==> config.mk <==
export PLATFORM = sky130hd
export DESIGN_NAME = dmem_arbiter
export DESIGN_NICKNAME = d
export VERILOG_FILES = /design/src/rtl/dmem_arbiter.sv
export SDC_FILE = /design/constraint.sdc
export NUM_CORES = 1
export LEC_CHECK = 0
export CORE_AREA = 2 2 122 124
export DETAILED_ROUTE_END_ITERATION = 10
export DIE_AREA = 0 0 124 126
export HOLD_SLACK_MARGIN = 0.03
export MAX_ROUTING_LAYER = met4
export SLEW_MARGIN = 0
export SYNTH_ARGS = -nofsm -noshare
export SYNTH_HDL_FRONTEND = slang
export SYNTH_SLANG_ARGS = --single-unit
==> constraint.sdc <==
create_clock -name clk -period 2.7 [get_ports clk]
set_input_delay 0.675 -clock clk [delete_from_list [all_inputs] [get_ports clk]]
set_output_delay 0.675 -clock clk [all_outputs]
set_load 0.1 [all_outputs]
==> src/rtl/dmem_arbiter.sv <==
// dmem_arbiter: round-robin sharing of the data RAM port between the
// load/store unit (M0) and a debug/DMA master (M1), with bounded hold time.
module dmem_arbiter #(
    parameter int AW       = 32,
    parameter int DW       = 32,
    parameter int MAX_HOLD = 8
) (
    input  logic          clk,
    input  logic          rst,
    input  logic          m0_req,
    input  logic          m0_we,
    input  logic [3:0]    m0_sel,
    input  logic [AW-1:0] m0_addr,
    input  logic [DW-1:0] m0_wdata,
    output logic          m0_gnt,
    output logic          m0_rvalid,
    output logic [DW-1:0] m0_rdata,
    input  logic          m1_req,
    input  logic          m1_we,
    input  logic [3:0]    m1_sel,
    input  logic [AW-1:0] m1_addr,
    input  logic [DW-1:0] m1_wdata,
    output logic          m1_gnt,
    output logic          m1_rvalid,
    output logic [DW-1:0] m1_rdata,
    output logic          ram_ren,
    output logic [3:0]    ram_wen,
    output logic [AW-1:0] ram_addr,
    output logic [DW-1:0] ram_wdata,
    input  logic [DW-1:0] ram_rdata,
    output logic          busy
);

    localparam int HW = (MAX_HOLD > 1) ? $clog2(MAX_HOLD) : 1;
    localparam logic [HW-1:0] HOLD_LAST = HW'(MAX_HOLD - 1);

    typedef enum logic [1:0] {
        IDLE,
        OWN0,
        OWN1
    } state_t;

    state_t        state;
    logic          last_owner;
    logic [HW-1:0] hold_cnt;
    logic          rd_valid;
    logic          rd_id;
    logic          accept;
    logic          acc_we;

    assign accept = (state == OWN0 && m0_req) || (state == OWN1 && m1_req);
    assign acc_we = (state == OWN1) ? m1_we : m0_we;

    assign m0_gnt = (state == OWN0);
    assign m1_gnt = (state == OWN1);
    assign busy   = (state != IDLE);

    // Read data is steered straight from the RAM to whichever master issued it.
    assign m0_rvalid = rd_valid && !rd_id;
    assign m1_rvalid = rd_valid && rd_id;
    assign m0_rdata  = m0_rvalid ? ram_rdata : '0;
    assign m1_rdata  = m1_rvalid ? ram_rdata : '0;

    // Issue the owner's access to the RAM port in the accept cycle.
    always_comb begin
        ram_ren   = 1'b0;
        ram_wen   = 4'b0000;
        ram_addr  = '0;
        ram_wdata = '0;
        unique case (state)
            OWN0: begin
                ram_addr  = m0_addr;
                ram_wdata = m0_wdata;
                if (m0_req) begin
                    if (m0_we) ram_wen = m0_sel;
                    else       ram_ren = 1'b1;
                end
            end
            OWN1: begin
                ram_addr  = m1_addr;
                ram_wdata = m1_wdata;
                if (m1_req) begin
                    if (m1_we) ram_wen = m1_sel;
                    else       ram_ren = 1'b1;
                end
            end
            default: ;
        endcase
    end

    // Ownership FSM with hold counter and read-return tracking.
    always_ff @(posedge clk or negedge rst) begin
        if (!rst) begin
            state      <= IDLE;
            last_owner <= 1'b1;
            hold_cnt   <= '0;
            rd_valid   <= 1'b0;
            rd_id      <= 1'b0;
        end else begin
            rd_valid <= accept && !acc_we;
            if (accept) rd_id <= (state == OWN1);
            unique case (state)
                IDLE: begin
                    hold_cnt <= '0;
                    if (m0_req && (!m1_req || last_owner)) begin
                        state      <= OWN0;
                        last_owner <= 1'b0;
                    end else if (m1_req) begin
                        state      <= OWN1;
                        last_owner <= 1'b1;
                    end
                end
                OWN0: begin
                    if (!m0_req) begin
                        hold_cnt <= '0;
                        if (m1_req) begin
                            state      <= OWN1;
                            last_owner <= 1'b1;
                        end else begin
                            state <= IDLE;
                        end
                    end else if (m1_req && hold_cnt == HOLD_LAST) begin
                        state      <= OWN1;
                        last_owner <= 1'b1;
                        hold_cnt   <= '0;
                    end else if (hold_cnt != HOLD_LAST) begin
                        hold_cnt <= hold_cnt + HW'(1);
                    end
                end
                OWN1: begin
                    if (!m1_req) begin
                        hold_cnt <= '0;
                        if (m0_req) begin
                            state      <= OWN0;
                            last_owner <= 1'b0;
                        end else begin
                            state <= IDLE;
                        end
                    end else if (m0_req && hold_cnt == HOLD_LAST) begin
                        state      <= OWN0;
                        last_owner <= 1'b0;
                        hold_cnt   <= '0;
                    end else if (hold_cnt != HOLD_LAST) begin
                        hold_cnt <= hold_cnt + HW'(1);
                    end
                end
                default: state <= IDLE;
            endcase
        end
    end

endmodule

Word level (Yosys, flattened, before mapping)
Cells that the tools add are included.

Add/subtract/negate cells: 1. Multiply operators: 0. Divide/modulo/power cells: 0. Magnitude comparators: 0. Equality and inequality tests: 8. Shifts and indexed selects: 0. Mux-type cells: 38. Bitwise operators: 0. Reduce and logical (&&, ||, !) cells: 18.

Operator list (count): $pmux 32 s2 (2); $mux 32 (2); $mux 4 (4); $mux 3 (5); $mux 2 (7); $mux 1 (13); $ne 3x3->1 const B (3); $pmux 3 s3 (1); $logic_and 1x1->1 (8); $pmux 4 s2 (1); $ne 3x2->1 const B (2); $pmux 2 s3 (1); $reduce_and 4->1 (1); $add 3x1->3 const B (1); $eq 3x3->1 const B (1); $logic_not 1->1 (3); $pmux 1 s3 (1); $reduce_and 3->1 (1); $reduce_bool 3->1 (1); $eq 2x1->1 const B (1); $eq 2x2->1 const B (1); $logic_not 2->1 (1); $logic_or 1x1->1 (2); $pmux 1 s2 (1); $reduce_bool 2->1 (1).

Bits in registers: 8. Bits in latches: 0. Bits in writable memories: 0. Bits in read-only memories: 0. Input port bits: 174. Output and inout port bits: 138. Logic and storage cells: 70. Memories: 0.

Longest topological paths before layout
Depth after elaboration: 5. Mapped depth: 7. Mapped depth without buffers: 6.

Worst setup path after synthesis
Ideal clock, no wire load.

Path type: flip-flop to output port. Start point: register state[0]. End point: output ram_wen[0]. Arrival: 3202 ps. Required time: 2025 ps. Slack: -1177 ps. Cell stages (with the launch flop): 7. Buffers on the path: 1. Cells stage by stage: dfrtp_1 -> inv_1 -> ha_1 -> buf_4 -> and3_1 -> a22oi_1 -> nor2b_1.

Cells in the longest elaborated chain, start to end: 2. Elaborated cells on any way between the ends: 3. Those cells by class: 2 x eq/ne; 1 x mux.

Ends and longest elaborated chain: from (decl) (line 43) `state_t state;`; from (signal assigned) (line 94) `state <= IDLE;`; from (signal assigned) (line 106) `state <= OWN0;`; from (signal assigned) (line 109) `state <= OWN1;`; $eq 2x2->1; via m1_gnt (line 23) `output logic m1_gnt,`; $pmux 4 s2 (line 70) `unique case (state)`; to (decl) (line 27) `output logic [3:0] ram_wen,`.

The timed path passes the listed nets, and every way through them passes these cells.

Worst setup path in the final report
Start point: input m0_we. End point: output ram_wen[2].

Cells in the longest elaborated chain, start to end: 3.

Ends and longest elaborated chain: from (decl) (line 11) `input logic m0_we,`; $mux 4 (line 75) `if (m0_we) ram_wen = m0_sel;`; $mux 4 (line 74) `if (m0_req) begin`; $pmux 4 s2 (line 70).

No other way between the ends.

==> results.txt <==
The top cell types in the final layout, fill and taps aside, are sky130_fd_sc_hd__clkdlybuf4s50_1, sky130_fd_sc_hd__buf_12, sky130_fd_sc_hd__a22o_4. The arrival time at the worst endpoint was 1890 ps; the number of enable flip-flop cells after synthesis was 0. The post-route fraction of the period consumed by the critical path was 94.98%. The worst setup path is of the primary input to primary output kind. Static leakage: 3.070 nW. Setup violations remaining at the end of the flow were counted as 0. Setup repair after global routing left no endpoint under its margin. Detailed routing placed a total of 7.177 mm of wire on met2.

After detailed routing, the wire length on met1 is 4.747 mm. After synthesis the netlist holds a flip-flop and latch count of 8. Synthesis instantiated 31 different standard cells from the library.

The biggest area contributor in the post-synthesis netlist is sky130_fd_sc_hd__a22o_1. The number of nets handed over by synthesis was 403. The final number of max-transition violations was 0; the worst ir drop on vdd was 0.9422 mV. The largest single stage delay on the critical path is 430 ps. The path type of the worst min-delay path was flip-flop to flip-flop. The mapped netlist covers 1729 µm². The count of buffers added on input and output ports is 311. With fillers left out, the area of the finished cells amounts to 7117 µm².

The tools report the upper clock frequency limit as 390.0 MHz. The most used flip-flop cell after synthesis is sky130_fd_sc_hd__dfrtp_1. For this block, the initial DRC count from the detailed router was 120. For the worst setup path, the data required time is 2030 ps.

Of all nets on the critical path, the largest fanout is 4. The area growth from synthesis to layout is 311.6%. In this run the count of I/O pins placed on the die edge is 312.

During synthesis, Yosys emitted a total of 0 warnings. Entering global routing, the biggest net connects 35 pins. For this design, the sink count on the clock tree is 8. For the final hold violation count, the log shows 0.

Clock-pin slew was measured on the worst setup and hold paths at 40 ps. The element type at the critical path end is a primary output. Counting flops with an async set or reset pin after synthesis yields a share of 100.0%. The source-to-sink clock delay at the later pin of the worst-skew pair was 240 ps.

The critical path goes through clkdlybuf4s50_1 > and3_1 > a22oi_1 > nor2b_4 > buf_12. Uppermost layer routed: met4. Kind of cell with the highest combined delay on the critical path: buffers and inverters. Leading cell type in the layout, fill and taps excluded: sky130_fd_sc_hd__clkdlybuf4s50_1. The width of the die was 124 µm.

The master cell of the clock root buffer was sky130_fd_sc_hd__clkbuf_16. The tool flagged a number of max-cap violations equal to 0. The standard cell core area came out at 14310 µm². The first global-routing pass estimated 18.42 mm of wire. In this run the deepest clock path goes through 2 buffers.

Summing all placed instances gives a cell area of 6953 µm². The routed length per instance was 18.19 µm; the final setup TNS was 0 ps. The H-tree depth was 1; the HPWL reported at the end of detailed placement was 10.73 mm. The met3 wirelength from detailed routing is 969 µm, and the final layout net count is 711. The routed design has 13.01 mm of wire.

The first TritonRoute pass finished after 4 iterations. The flow ran to the end, and the final reports show no timing, DRC or antenna violations. After synthesis, the largest area contributor takes up 32.42% of total cell area. After detailed routing, the number of remaining DRC violations is 0. The tools report the global-route usage over all layers as 15.69%.

Measured along the y axis, the die boundary spans 126 µm. The worst pin sits at a relative slew slack of 73.60%. The number of buffers and inverters on the critical path is 2. Final period demand of the worst path: 2564 ps. The run gives 15620 µm² as the total die area. The hold buffer count at CTS is 0.

TritonCTS built the clock tree. By area the synthesized netlist is led by sky130_fd_sc_hd__a22o_1, sky130_fd_sc_hd__and2_1, sky130_fd_sc_hd__and3_1, sky130_fd_sc_hd__dfrtp_1, sky130_fd_sc_hd__buf_2. For this design, the slowest cell found on the critical path is sky130_fd_sc_hd__clkdlybuf4s50_1. STA classifies the critical path startpoint as a primary input. The power density over the cells was 1187 nW/µm²; the antenna violation net count after detailed routing was 0.

The number of placement rows is 44, and the initial cell density of the core is 12.08%. Of the synthesized area, sequential elements account for 11.65%. For the number of instances in the synthesized netlist, the log shows 224. The via count of the first global-routing pass was 3184.

Routed via count: 3065. At the pin with the least slew margin, the transition time is 394.7 ps. On the final layout, the worst clock skew is 1.154 ps.

The number of antenna violations at the first check in global routing was 0; the via density per instance was 4.287. Cells with a size suffix above 1 make up 46.70% of the layout. Mean area per synthesized cell: 7.719 µm². At the end of routability-driven placement, the weighted congestion stood at 0.8331. For this run the aggregate overflow at the end of global routing stands at 0. The logs give 0 for the diode insertion count for antenna repair and 3 for the number of CTS-inserted buffers.
[final cells by class]
cell class	instances	area [µm²]
Sequential cell	8	201.4
Tap cell	184	230.2
Multi-Input combinational cell	186	1911
Inverter	5	18.77
Clock buffer	4	78.83
Timing Repair Buffer	328	4677
Fill cell	1290	7197
[cell families (layout without fill, tap and decap cells)]
kind of cell	count (synthesis)	in the layout	synth area share [%]
adders and majority gates	5	5	3.618
DFF	8	8	11.65
muxes	4	4	2.677
and+or+nand+nor	89	90	31.04
AOI/OAI and AO/OA	87	87	42.40
buffers and inverters	31	337	8.611
[power by group]
part / internal (mW) / switching, mW / leakage [nW]
combinational: 3.05 / 4.95 / 2.93
sequential: 0.165 / 0.0268 / 0.102
clock: 0.198 / 0.0678 / 0.0382
[timing repair]
| action | CTS | global route |
|---|---|---|
| endpoints found under the setup margin | 26 | 13 |
| cloned | 0 | 3 |
| gates resized for setup | 4 | 1 |
| setup buffers | 0 | 1 |
| pin swaps | 1 | 0 |
[synth_stat cells (2+ instances only)]
master,number
sky130_fd_sc_hd__and3_1,34
sky130_fd_sc_hd__o21ai_0,4
sky130_fd_sc_hd__buf_2,14
sky130_fd_sc_hd__nor2_1,2
sky130_fd_sc_hd__nor2b_1,6
sky130_fd_sc_hd__dfrtp_1,7
sky130_fd_sc_hd__inv_1,5
sky130_fd_sc_hd__mux2i_1,2
sky130_fd_sc_hd__a21oi_1,7
sky130_fd_sc_hd__a22o_1,64
sky130_fd_sc_hd__ha_1,5
sky130_fd_sc_hd__a22oi_1,5
sky130_fd_sc_hd__nand2_1,6
sky130_fd_sc_hd__clkbuf_1,9
sky130_fd_sc_hd__and2_1,37
sky130_fd_sc_hd__buf_4,2
[stage by stage]
| stage | setup slack [ps] | instances | utilization [%] | hold slack, ps | power (mW) |
|---|---|---|---|---|---|
| floorplan | -128.3 | 224 | - | 379.4 | 5.295 |
| global placement | 155.7 | 707 | 48.58 | 491.8 | 8.052 |
| detailed placement | 128.7 | 707 | 48.58 | 524.4 | 8.104 |
| CTS | 77.86 | 711 | 49.27 | 530.6 | 8.427 |
| global route | 45.08 | 715 | 49.72 | 593.5 | 8.689 |
| finish | 135.6 | 715 | 49.72 | 526.5 | 8.451 |
[final timing paths]
check	startpoint	end	slack (ps)	cells past startpoint
max	m0_we	ram_wen[2]	140	5
min	hold_cnt[1]	hold_cnt[1]	530	2
max reg2reg	state[1]	state[0]	900	7
min reg2reg	hold_cnt[1]	hold_cnt[1]	530	2
max in group asynchronous	rst	last_owner	1650	1
min in group asynchronous	rst	hold_cnt[1]	730	1
[routing by layer]
| layer | vias up | global-route usage (%) |
|---|---|---|
| li1 | 1474 | - |
| met2 | 130 | 29.67 |
| met3 | 9 | 2.989 |
| met4 | 0 | 2.379 |
| met5 | - | - |
| met1 | 1452 | 17.06 |
[registers in the layout (all words and copies together), names as in the netlist]
| signal | count |
|---|---|
| hold_cnt | 3 |
| state | 2 |
| last_owner | 1 |
| rd_id | 1 |
| rd_valid | 1 |
[tightest hold or removal path: cells and delay by family (launching register included)]
kind	cells	cell delay, ps
and+or+nand+nor	1	50
AOI/OAI and AO/OA	1	70
DFF	1	370
No activity file was read; power rests on OpenSTA's default activity.
